<file path="config.mk">
export PLATFORM = sky130hd
export DESIGN_NAME = painterengine_gpu_dma_reader_flat
export DESIGN_NICKNAME = d
export VERILOG_FILES = /design/src/rtl/painterengine_gpu_dma_reader_if.sv /design/src/rtl/painterengine_gpu_dma_reader.sv /design/src/flat_wrapper.sv
export SDC_FILE = /design/constraint.sdc
export NUM_CORES = 1
export LEC_CHECK = 0
export CAP_MARGIN = 20
export CORE_MARGIN = 2
export CORE_UTILIZATION = 55
export DETAILED_ROUTE_END_ITERATION = 16
export DONT_BUFFER_PORTS = 1
export GPL_TIMING_DRIVEN = 0
export PLACE_DENSITY = 0.68
export SLEW_MARGIN = 20
export SYNTH_ARGS = -nofsm -noshare
export SYNTH_HDL_FRONTEND = slang
export SYNTH_SLANG_ARGS = --single-unit
</file>
<file path="constraint.sdc">
create_clock -name i_wire_clock -period 11.1 [get_ports i_wire_clock]
set_input_delay 0.555 -clock i_wire_clock [delete_from_list [all_inputs] [get_ports i_wire_clock]]
set_output_delay 0.555 -clock i_wire_clock [all_outputs]
set_load 0.02 [all_outputs]
</file>
<file path="src/rtl/painterengine_gpu_dma_reader_if.sv">
// AXI4 read-address/read-data channels plus the FIFO push port of the GPU DMA reader.
// master = the reader, slave = interconnect + FIFO side.
interface painterengine_gpu_dma_reader_if;
    logic [31:0] m_axi_araddr;
    logic [7:0]  m_axi_arlen;
    logic [2:0]  m_axi_arsize;
    logic [1:0]  m_axi_arburst;
    logic        m_axi_arvalid;
    logic        m_axi_arready;
    logic [31:0] m_axi_rdata;
    logic [1:0]  m_axi_rresp;
    logic        m_axi_rlast;
    logic        m_axi_rvalid;
    logic        m_axi_rready;
    logic        fifo_wr_en;
    logic [31:0] fifo_wr_data;
    logic        fifo_full;

    modport master (
        output m_axi_araddr, m_axi_arlen, m_axi_arsize, m_axi_arburst, m_axi_arvalid,
        input  m_axi_arready,
        input  m_axi_rdata, m_axi_rresp, m_axi_rlast, m_axi_rvalid,
        output m_axi_rready,
        output fifo_wr_en, fifo_wr_data,
        input  fifo_full
    );

    modport slave (
        input  m_axi_araddr, m_axi_arlen, m_axi_arsize, m_axi_arburst, m_axi_arvalid,
        output m_axi_arready,
        output m_axi_rdata, m_axi_rresp, m_axi_rlast, m_axi_rvalid,
        input  m_axi_rready,
        input  fifo_wr_en, fifo_wr_data,
        output fifo_full
    );
endinterface

</file>
<file path="src/rtl/painterengine_gpu_dma_reader.sv">
// AXI4 read master for the GPU copy/convert pipeline: one transfer per reset release, 4KB-safe bursts.
// Optional R/AR watchdog enabled by defining GPU_DMA_READER_TIMEOUT_EN.
module painterengine_gpu_dma_reader #(
    parameter int unsigned BURST_MAX      = 16,
    parameter int unsigned TIMEOUT_CYCLES = 1024
) (
    input  logic        i_wire_clock,
    input  logic        i_wire_resetn,
    input  logic [31:0] i_wire_address,
    input  logic [31:0] i_wire_length,
    output logic        o_wire_done,
    output logic        o_wire_error,
    painterengine_gpu_dma_reader_if.master bus
);

    typedef enum logic [2:0] {
        ST_IDLE,
        ST_ADDR,
        ST_DATA,
        ST_DONE,
        ST_ERROR
    } state_t;

    state_t      state;
    logic [31:0] cur_addr;
    logic [31:0] remaining;
    logic [8:0]  beats;
    logic [8:0]  beat_cnt;
    logic        done;
    logic        error;
    logic        arvalid;
    logic [31:0] araddr;
    logic [7:0]  arlen;

    logic        ar_hs;
    logic        rready;
    logic        r_hs;
    logic        beat_ok;
    logic        last_beat;
    logic        wd_expire;
    logic [31:0] next_addr;
    logic [31:0] next_rem;
    logic [8:0]  idle_beats;
    logic [8:0]  cont_beats;

    // Burst size is capped by what is left, by BURST_MAX and by the distance to the next 4KB page.
    function automatic logic [8:0] burst_beats(input logic [31:0] rem, input logic [11:0] page_off);
        logic [12:0] to_page;
        logic [8:0]  b;
        to_page = 13'((13'd4096 - {1'b0, page_off}) >> 2);
        b = (rem > BURST_MAX) ? 9'(BURST_MAX) : rem[8:0];
        if ({4'd0, b} > to_page)
            b = to_page[8:0];
        return b;
    endfunction

    assign ar_hs      = arvalid && bus.m_axi_arready;
    assign rready     = (state == ST_DATA) && !bus.fifo_full;
    assign r_hs       = bus.m_axi_rvalid && rready;
    assign beat_ok    = (bus.m_axi_rresp == 2'b00);
    assign last_beat  = (beat_cnt == beats - 9'd1);
    assign next_addr  = cur_addr + {21'd0, beats, 2'b00};
    assign next_rem   = remaining - {23'd0, beats};
    assign idle_beats = burst_beats(i_wire_length, i_wire_address[11:0]);
    assign cont_beats = burst_beats(next_rem, next_addr[11:0]);

    assign bus.m_axi_araddr  = araddr;
    assign bus.m_axi_arlen   = arlen;
    assign bus.m_axi_arsize  = 3'b010;
    assign bus.m_axi_arburst = 2'b01;
    assign bus.m_axi_arvalid = arvalid;
    assign bus.m_axi_rready  = rready;
    // Zero-latency push: the accepted beat goes straight into the FIFO.
    assign bus.fifo_wr_en    = r_hs && beat_ok;
    assign bus.fifo_wr_data  = bus.m_axi_rdata;
    assign o_wire_done       = done;
    assign o_wire_error      = error;

`ifdef GPU_DMA_READER_TIMEOUT_EN
    logic [31:0] wd_cnt;
    logic        wd_idle;

    // FIFO back-pressure is our own stall, not a stuck slave, so it does not age the watchdog.
    assign wd_idle   = ((state == ST_ADDR) || (state == ST_DATA)) && !ar_hs && !r_hs &&
                       !((state == ST_DATA) && bus.fifo_full);
    assign wd_expire = wd_idle && (wd_cnt == TIMEOUT_CYCLES - 1);

    always_ff @(posedge i_wire_clock or negedge i_wire_resetn) begin
        if (!i_wire_resetn) begin
            wd_cnt <= 32'd0;
        end else if (ar_hs || r_hs || !((state == ST_ADDR) || (state == ST_DATA))) begin
            wd_cnt <= 32'd0;
        end else if (wd_idle) begin
            wd_cnt <= wd_cnt + 32'd1;
        end
    end
`else
    // Without the watchdog the timeout parameter has no effect.
    assign wd_expire = 1'b0 & (TIMEOUT_CYCLES == 32'd0);
`endif

    always_ff @(posedge i_wire_clock or negedge i_wire_resetn) begin
        if (!i_wire_resetn) begin
            state     <= ST_IDLE;
            cur_addr  <= 32'd0;
            remaining <= 32'd0;
            beats     <= 9'd0;
            beat_cnt  <= 9'd0;
            done      <= 1'b0;
            error     <= 1'b0;
            arvalid   <= 1'b0;
            araddr    <= 32'd0;
            arlen     <= 8'd0;
        end else begin
            case (state)
                ST_IDLE: begin
                    if (i_wire_address[1:0] != 2'b00) begin
                        error <= 1'b1;
                        state <= ST_ERROR;
                    end else if (i_wire_length == 32'd0) begin
                        done  <= 1'b1;
                        state <= ST_DONE;
                    end else begin
                        cur_addr  <= i_wire_address;
                        remaining <= i_wire_length;
                        beats     <= idle_beats;
                        araddr    <= i_wire_address;
                        arlen     <= 8'(idle_beats - 9'd1);
                        arvalid   <= 1'b1;
                        state     <= ST_ADDR;
                    end
                end

                ST_ADDR: begin
                    if (ar_hs) begin
                        arvalid  <= 1'b0;
                        beat_cnt <= 9'd0;
                        state    <= ST_DATA;
                    end else if (wd_expire) begin
                        arvalid <= 1'b0;
                        error   <= 1'b1;
                        state   <= ST_ERROR;
                    end
                end

                ST_DATA: begin
                    if (r_hs) begin
                        if (!beat_ok || (bus.m_axi_rlast != last_beat)) begin
                            error <= 1'b1;
                            state <= ST_ERROR;
                        end else if (last_beat) begin
                            cur_addr  <= next_addr;
                            remaining <= next_rem;
                            if (next_rem == 32'd0) begin
                                done  <= 1'b1;
                                state <= ST_DONE;
                            end else begin
                                // Next AR goes out on the cycle right after the final beat.
                                beats   <= cont_beats;
                                araddr  <= next_addr;
                                arlen   <= 8'(cont_beats - 9'd1);
                                arvalid <= 1'b1;
                                state   <= ST_ADDR;
                            end
                        end else begin
                            beat_cnt <= beat_cnt + 9'd1;
                        end
                    end else if (wd_expire) begin
                        error <= 1'b1;
                        state <= ST_ERROR;
                    end
                end

                ST_DONE: begin
                    done <= 1'b1;
                end

                ST_ERROR: begin
                    error <= 1'b1;
                end

                default: begin
                    state <= ST_IDLE;
                end
            endcase
        end
    end

endmodule
</file>
<file path="src/flat_wrapper.sv">
// flat-port wrapper written by rule: the top's interface ports become plain ports
module painterengine_gpu_dma_reader_flat 
#(
    parameter int unsigned BURST_MAX      = 16,
    parameter int unsigned TIMEOUT_CYCLES = 1024
)
  (i_wire_clock, i_wire_resetn, i_wire_address, i_wire_length, o_wire_done, o_wire_error, bus_m_axi_araddr, bus_m_axi_arlen, bus_m_axi_arsize, bus_m_axi_arburst, bus_m_axi_arvalid, bus_m_axi_arready, bus_m_axi_rdata, bus_m_axi_rresp, bus_m_axi_rlast, bus_m_axi_rvalid, bus_m_axi_rready, bus_fifo_wr_en, bus_fifo_wr_data, bus_fifo_full);
  painterengine_gpu_dma_reader_if bus_i ();
  input  logic i_wire_clock;
  input  logic i_wire_resetn;
  input  logic [31:0] i_wire_address;
  input  logic [31:0] i_wire_length;
  output logic o_wire_done;
  output logic o_wire_error;
  output wire logic [$bits(bus_i.m_axi_araddr)-1:0] bus_m_axi_araddr;
  output wire logic [$bits(bus_i.m_axi_arlen)-1:0] bus_m_axi_arlen;
  output wire logic [$bits(bus_i.m_axi_arsize)-1:0] bus_m_axi_arsize;
  output wire logic [$bits(bus_i.m_axi_arburst)-1:0] bus_m_axi_arburst;
  output wire logic [$bits(bus_i.m_axi_arvalid)-1:0] bus_m_axi_arvalid;
  input wire logic [$bits(bus_i.m_axi_arready)-1:0] bus_m_axi_arready;
  input wire logic [$bits(bus_i.m_axi_rdata)-1:0] bus_m_axi_rdata;
  input wire logic [$bits(bus_i.m_axi_rresp)-1:0] bus_m_axi_rresp;
  input wire logic [$bits(bus_i.m_axi_rlast)-1:0] bus_m_axi_rlast;
  input wire logic [$bits(bus_i.m_axi_rvalid)-1:0] bus_m_axi_rvalid;
  output wire logic [$bits(bus_i.m_axi_rready)-1:0] bus_m_axi_rready;
  output wire logic [$bits(bus_i.fifo_wr_en)-1:0] bus_fifo_wr_en;
  output wire logic [$bits(bus_i.fifo_wr_data)-1:0] bus_fifo_wr_data;
  input wire logic [$bits(bus_i.fifo_full)-1:0] bus_fifo_full;
  assign bus_m_axi_araddr = bus_i.m_axi_araddr;
  assign bus_m_axi_arlen = bus_i.m_axi_arlen;
  assign bus_m_axi_arsize = bus_i.m_axi_arsize;
  assign bus_m_axi_arburst = bus_i.m_axi_arburst;
  assign bus_m_axi_arvalid = bus_i.m_axi_arvalid;
  assign bus_i.m_axi_arready = bus_m_axi_arready;
  assign bus_i.m_axi_rdata = bus_m_axi_rdata;
  assign bus_i.m_axi_rresp = bus_m_axi_rresp;
  assign bus_i.m_axi_rlast = bus_m_axi_rlast;
  assign bus_i.m_axi_rvalid = bus_m_axi_rvalid;
  assign bus_m_axi_rready = bus_i.m_axi_rready;
  assign bus_fifo_wr_en = bus_i.fifo_wr_en;
  assign bus_fifo_wr_data = bus_i.fifo_wr_data;
  assign bus_i.fifo_full = bus_fifo_full;
  painterengine_gpu_dma_reader #(.BURST_MAX(BURST_MAX), .TIMEOUT_CYCLES(TIMEOUT_CYCLES)) u_core (.i_wire_clock(i_wire_clock), .i_wire_resetn(i_wire_resetn), .i_wire_address(i_wire_address), .i_wire_length(i_wire_length), .o_wire_done(o_wire_done), .o_wire_error(o_wire_error), .bus(bus_i));
endmodule
</file>
==> summary.md <==
| Metric | Value |
|---|---|
| Antenna fix cells | 0 |
| Crit Path Class | reg -> reg |
| Highest net fanout along the worst path | 10 |
| Placer's final routability congestion estimate | 0.968 |
| Highest ir drop seen on vdd | 0.000113 V |
| Clock tree from TritonCTS | done |
| Leakage power summed over all cells | 4.70 nW |
| Switch share | 34.8% |
| Total power after layout | 1.51 mW |
| Sum of negative setup slack | 0 ns |
| Initial Util | 56.0% |
| Pins over their slew limit | 0 |
| Sequential fraction of the synthesis area | 33.2% |
| Critical path, cell by cell | inv_1 -> ha_1 -> buf_2 -> a21oi_1 -> a31oi_1 -> or4_1 -> xor2_1 -> and4_1 -> nand3_1 -> buf_2 -> or2_2 -> ha_1 -> nand4_1 -> nor2_1 -> nand4_1 -> nand4_1 -> nor2_1 -> a221oi_1 -> o31a_1 -> ha_1 -> o311ai_0 -> a22oi_1 -> nand3_1 |
| Internal Power | 982 uW |
| Number of global-route vias before repair | 8588 |
| Cell type of the slowest stage on the worst timing path | sky130_fd_sc_hd__or4_1 |
| RSZ-0062 raised after global routing | no |
| Initial antenna violation count | 0 |
| Max-cap violation count | 0 |
| R2r startpoint | u_core.beats[7]$_DFFE_PN0P_ |
| Worst Tran Pin Value | 1.07 ns |
| Mean Syn Cell Area | 8.17 um^2 |
| # port buffers | 0 |
| Average detailed-routed wire length per instance | 21.5 um |
| Reg-to-reg setup timing slack | 4.66 ns |
| Max clock buf depth | 2 |
| H-tree depth | 4 |
| Critical path buffers and inverters | 3 |
| Share of cells above drive strength 1 | 10.9% |
| Slew HR | 28.7% |
| Post-synth cell types | 81 |
| Cell depth of the worst flop-to-flop path | 23 |
| GRT overflow | 0 |
| CTS Root Cell | sky130_fd_sc_hd__clkbuf_16 |
| Layout net count | 1357 |
| Worst hold-check path type | in -> async |
| Dominant register cell in the synthesized netlist | sky130_fd_sc_hd__dfrtp_1 |
| Core Box Area | 17200 um^2 |
| Warnings, synthesis | 0 |
| Die area | 18600 um^2 |
| Routed vias | 9139 |
| Wire length of the first global-routing pass | 47.9 mm |
| Worst setup EP type | flop |
| Synthesized flop and latch total | 128 |
| Destination of the worst register-to-register timing path | u_core.bus.m_axi_arlen[6]$_DFFE_PN0P_ |
| Clk pwr share | 39.6% |
| Global-route usage over all layers | 33.8% |
| Final worst path period need | 6.44 ns |
| Final count of hold timing violations | 0 |
| Path length in cells of the critical path | 23 |
| Crit share post-route | 58.0% |
| Clock latency at the later pin of the worst-skew pair | 0.44 ns |
| Setup repair bufs after CTS | 0 |
| Chip height | 136 um |
| Maximum number of pins on one net before global-route repair | 129 |
| Power per cell area | 142 nW/um^2 |
| Commonest non-fill, non-tap cells in the layout | sky130_fd_sc_hd__nand2_1 (167), sky130_fd_sc_hd__dfrtp_1 (128), sky130_fd_sc_hd__nor2_1 (100) |
| Number of placement rows | 48 |
| Number of nets with antenna violations after detailed routing | 0 |
| Layout overhead on the synthesized area | 9.97% |
| Clock slew seen by the registers of the worst setup and hold paths | 0.06 ns |
| Final core occ | 61.6% |
| Die Width | 136 um |
| Power spent charging and discharging nets | 524 uW |
| Iteration-0 DRC Markers | 756 |
| Sequential fraction of design power | 36.5% |
| Half-perimeter wire length of the detailed placement result | 23.3 mm |
| Result of the run | completed |
| Startpoint class of the critical path | flop |
| Slowest cell delay on critical path | 0.68 ns |
| Share of synthesized registers carrying an async set or reset | 100% |
| Total of endpoints with negative setup slack in the final report | 0 |
| Data arrival at the endpoint of the critical path | 6.75 ns |
| Number of enable-type register cells in the synthesized netlist | 0 |
| Number of top-level pins | 186 |
| Post-detailed-route DRC marker count | 0 |
| Total number of clock tree sinks | 128 |
| Most common cell after layout, fill and taps aside | sky130_fd_sc_hd__nand2_1 |
| Comb pwr share | 23.9% |
| Number of buffers inserted during clock tree synthesis | 17 |
| Clk_skew | 0.0133 ns |
| Number of standard cells after synthesis | 1181 |
| Overall routed net length | 31.1 mm |
| Vias per Instance | 6.30 |
| CP top delay family | simple AND/OR/NAND/NOR gates |
| Data required, critical path | 11.41 ns |
| 1st-pass router iterations | 7 |
| Netlist area before placement | 9650 um^2 |
| Max Clock Freq | 0.155 GHz |
[per-stage QoR]
step / cells / instance area, um^2 / hold slack (ns) / worst slack, ns
after floorplan: 1192 / 9690 / 0.259 / 6.10
after global placement: 1417 / 9970 / 0.263 / 4.87
after detailed placement: 1417 / 9970 / 0.264 / 4.98
after CTS: 1450 / 10600 / 0.128 / 4.88
after global routing: 1450 / 10600 / 0.148 / 4.35
final: 1450 / 10600 / 0.0600 / 4.66
[cells by family (layout without fill, tap and decap cells)]
family / Yosys count / after routing / synth area share (%)
and+or+nand+nor: 467 / 467 / 23.6
AOI/OAI and AO/OA: 315 / 315 / 21.2
buffers and inverters: 129 / 162 / 6.79
DFF: 128 / 128 / 33.2
xor gates and xnor gates: 66 / 66 / 5.99
adders and majority gates: 41 / 41 / 5.47
muxes: 33 / 33 / 3.70
other: 2 / 13 / 0.0778
[registers in the layout, summed over array words and instances, names as in the netlist]
name / flops
u_core.o_wire_done: 1
u_core.bus.m_axi_arlen: 8
u_core.bus.m_axi_arvalid: 1
u_core.bus.m_axi_araddr: 32
u_core.cur_addr: 32
u_core.state: 3
u_core.beat_cnt: 9
u_core.remaining: 32
u_core.o_wire_error: 1
u_core.beats: 9
[layer usage]
metal / track usage, % / vias to the layer above / wire (um)
met2: 53.3 / 440 / 14300
met4: 12.8 / 0 / 1010
li1: - / 4284 / -
met5: 0 / - / 0
met1: 45.3 / 4349 / 13100
met3: 7.35 / 66 / 2750
[cell usage after synthesis (all sizes together) (6+ instances only)]
cell type | n | area share, %
nor2 | 100 | 3.9
or2 | 7 | 0.45
a21o | 15 | 1.2
xnor2 | 33 | 3.0
nand4 | 21 | 1.4
buf | 57 | 4.0
or4 | 6 | 0.51
nand2b | 12 | 0.80
nor2b | 11 | 0.71
nand2 | 167 | 6.5
and3 | 17 | 1.1
clkbuf | 37 | 1.4
a31oi | 17 | 1.1
a21oi | 75 | 3.9
dfrtp | 128 | 33
mux2 | 21 | 2.5
nor4 | 23 | 1.9
inv | 35 | 1.4
o21a | 10 | 0.78
xor2 | 33 | 3.0
o2bb2ai | 7 | 0.64
mux2i | 12 | 1.2
o21ai | 92 | 4.8
o31a | 12 | 1.1
o31ai | 10 | 0.97
ha | 39 | 5.1
a211oi | 7 | 0.54
o22ai | 11 | 0.71
nand3 | 40 | 2.1
and4 | 7 | 0.66
o211ai | 6 | 0.47
or3 | 11 | 0.76
nor3 | 25 | 1.3
and2 | 10 | 0.67
a22oi | 7 | 0.54
[worst reg2reg max path, cell delays in order, from the launching register on]
cell	delay, ns
sky130_fd_sc_hd__dfrtp_1	0.50
sky130_fd_sc_hd__inv_1	0.17
sky130_fd_sc_hd__ha_1	0.31
sky130_fd_sc_hd__buf_2	0.16
sky130_fd_sc_hd__a21oi_1	0.37
sky130_fd_sc_hd__a31oi_1	0.39
sky130_fd_sc_hd__or4_1	0.68
sky130_fd_sc_hd__xor2_1	0.33
sky130_fd_sc_hd__and4_1	0.29
sky130_fd_sc_hd__nand3_1	0.18
sky130_fd_sc_hd__buf_2	0.24
sky130_fd_sc_hd__or2_2	0.29
sky130_fd_sc_hd__ha_1	0.30
sky130_fd_sc_hd__nand4_1	0.07
sky130_fd_sc_hd__nor2_1	0.10
sky130_fd_sc_hd__nand4_1	0.13
sky130_fd_sc_hd__nand4_1	0.16
sky130_fd_sc_hd__nor2_1	0.16
sky130_fd_sc_hd__a221oi_1	0.46
sky130_fd_sc_hd__o31a_1	0.23
sky130_fd_sc_hd__ha_1	0.22
sky130_fd_sc_hd__o311ai_0	0.23
sky130_fd_sc_hd__a22oi_1	0.25
sky130_fd_sc_hd__nand3_1	0.10
[power groups by stage]
stage,Clock (mW),Sequential [mW],Combinational [mW]
2_1_floorplan,0,0.545,0.274
5_1_grt,0.620,0.554,0.402
6_report,0.596,0.550,0.360
3_5_place_dp,0,0.558,0.339
4_1_cts,0.599,0.550,0.353
3_3_place_gp,0,0.557,0.336
[cell type report]
type	instances	area [um^2]
Sequential cell	128	3200
Clock buffer	17	425
Inverter	35	131
Multi-Input combinational cell	935	5830
Tap cell	225	282
Timing Repair Buffer	1	27.5
Buffer	94	524
Fill cell	1566	6620
Clock inverter	15	186
[timing repair]
action | in CTS | in global routing
endpoints found under the hold margin | 128 | 0
hold buffers | 1 | 0
endpoints found under the setup margin | 0 | 0
gates resized for setup | 0 | 0
[worst max path at each step]
stage                                     start                                    end
finish              u_core.beats[7]$_DFFE_PN0P_  u_core.bus.m_axi_arlen[6]$_DFFE_PN0P_
global route        u_core.beats[7]$_DFFE_PN0P_  u_core.bus.m_axi_arlen[6]$_DFFE_PN0P_
CTS                 u_core.beats[7]$_DFFE_PN0P_  u_core.bus.m_axi_arlen[6]$_DFFE_PN0P_
detailed placement  u_core.beats[7]$_DFFE_PN0P_  u_core.bus.m_axi_arlen[6]$_DFFE_PN0P_
global placement    u_core.beats[7]$_DFFE_PN0P_  u_core.bus.m_axi_arlen[6]$_DFFE_PN0P_
floorplan           u_core.beats[0]$_DFFE_PN0P_  u_core.bus.m_axi_arlen[6]$_DFFE_PN0P_
Power figures use the tool's default switching activity.
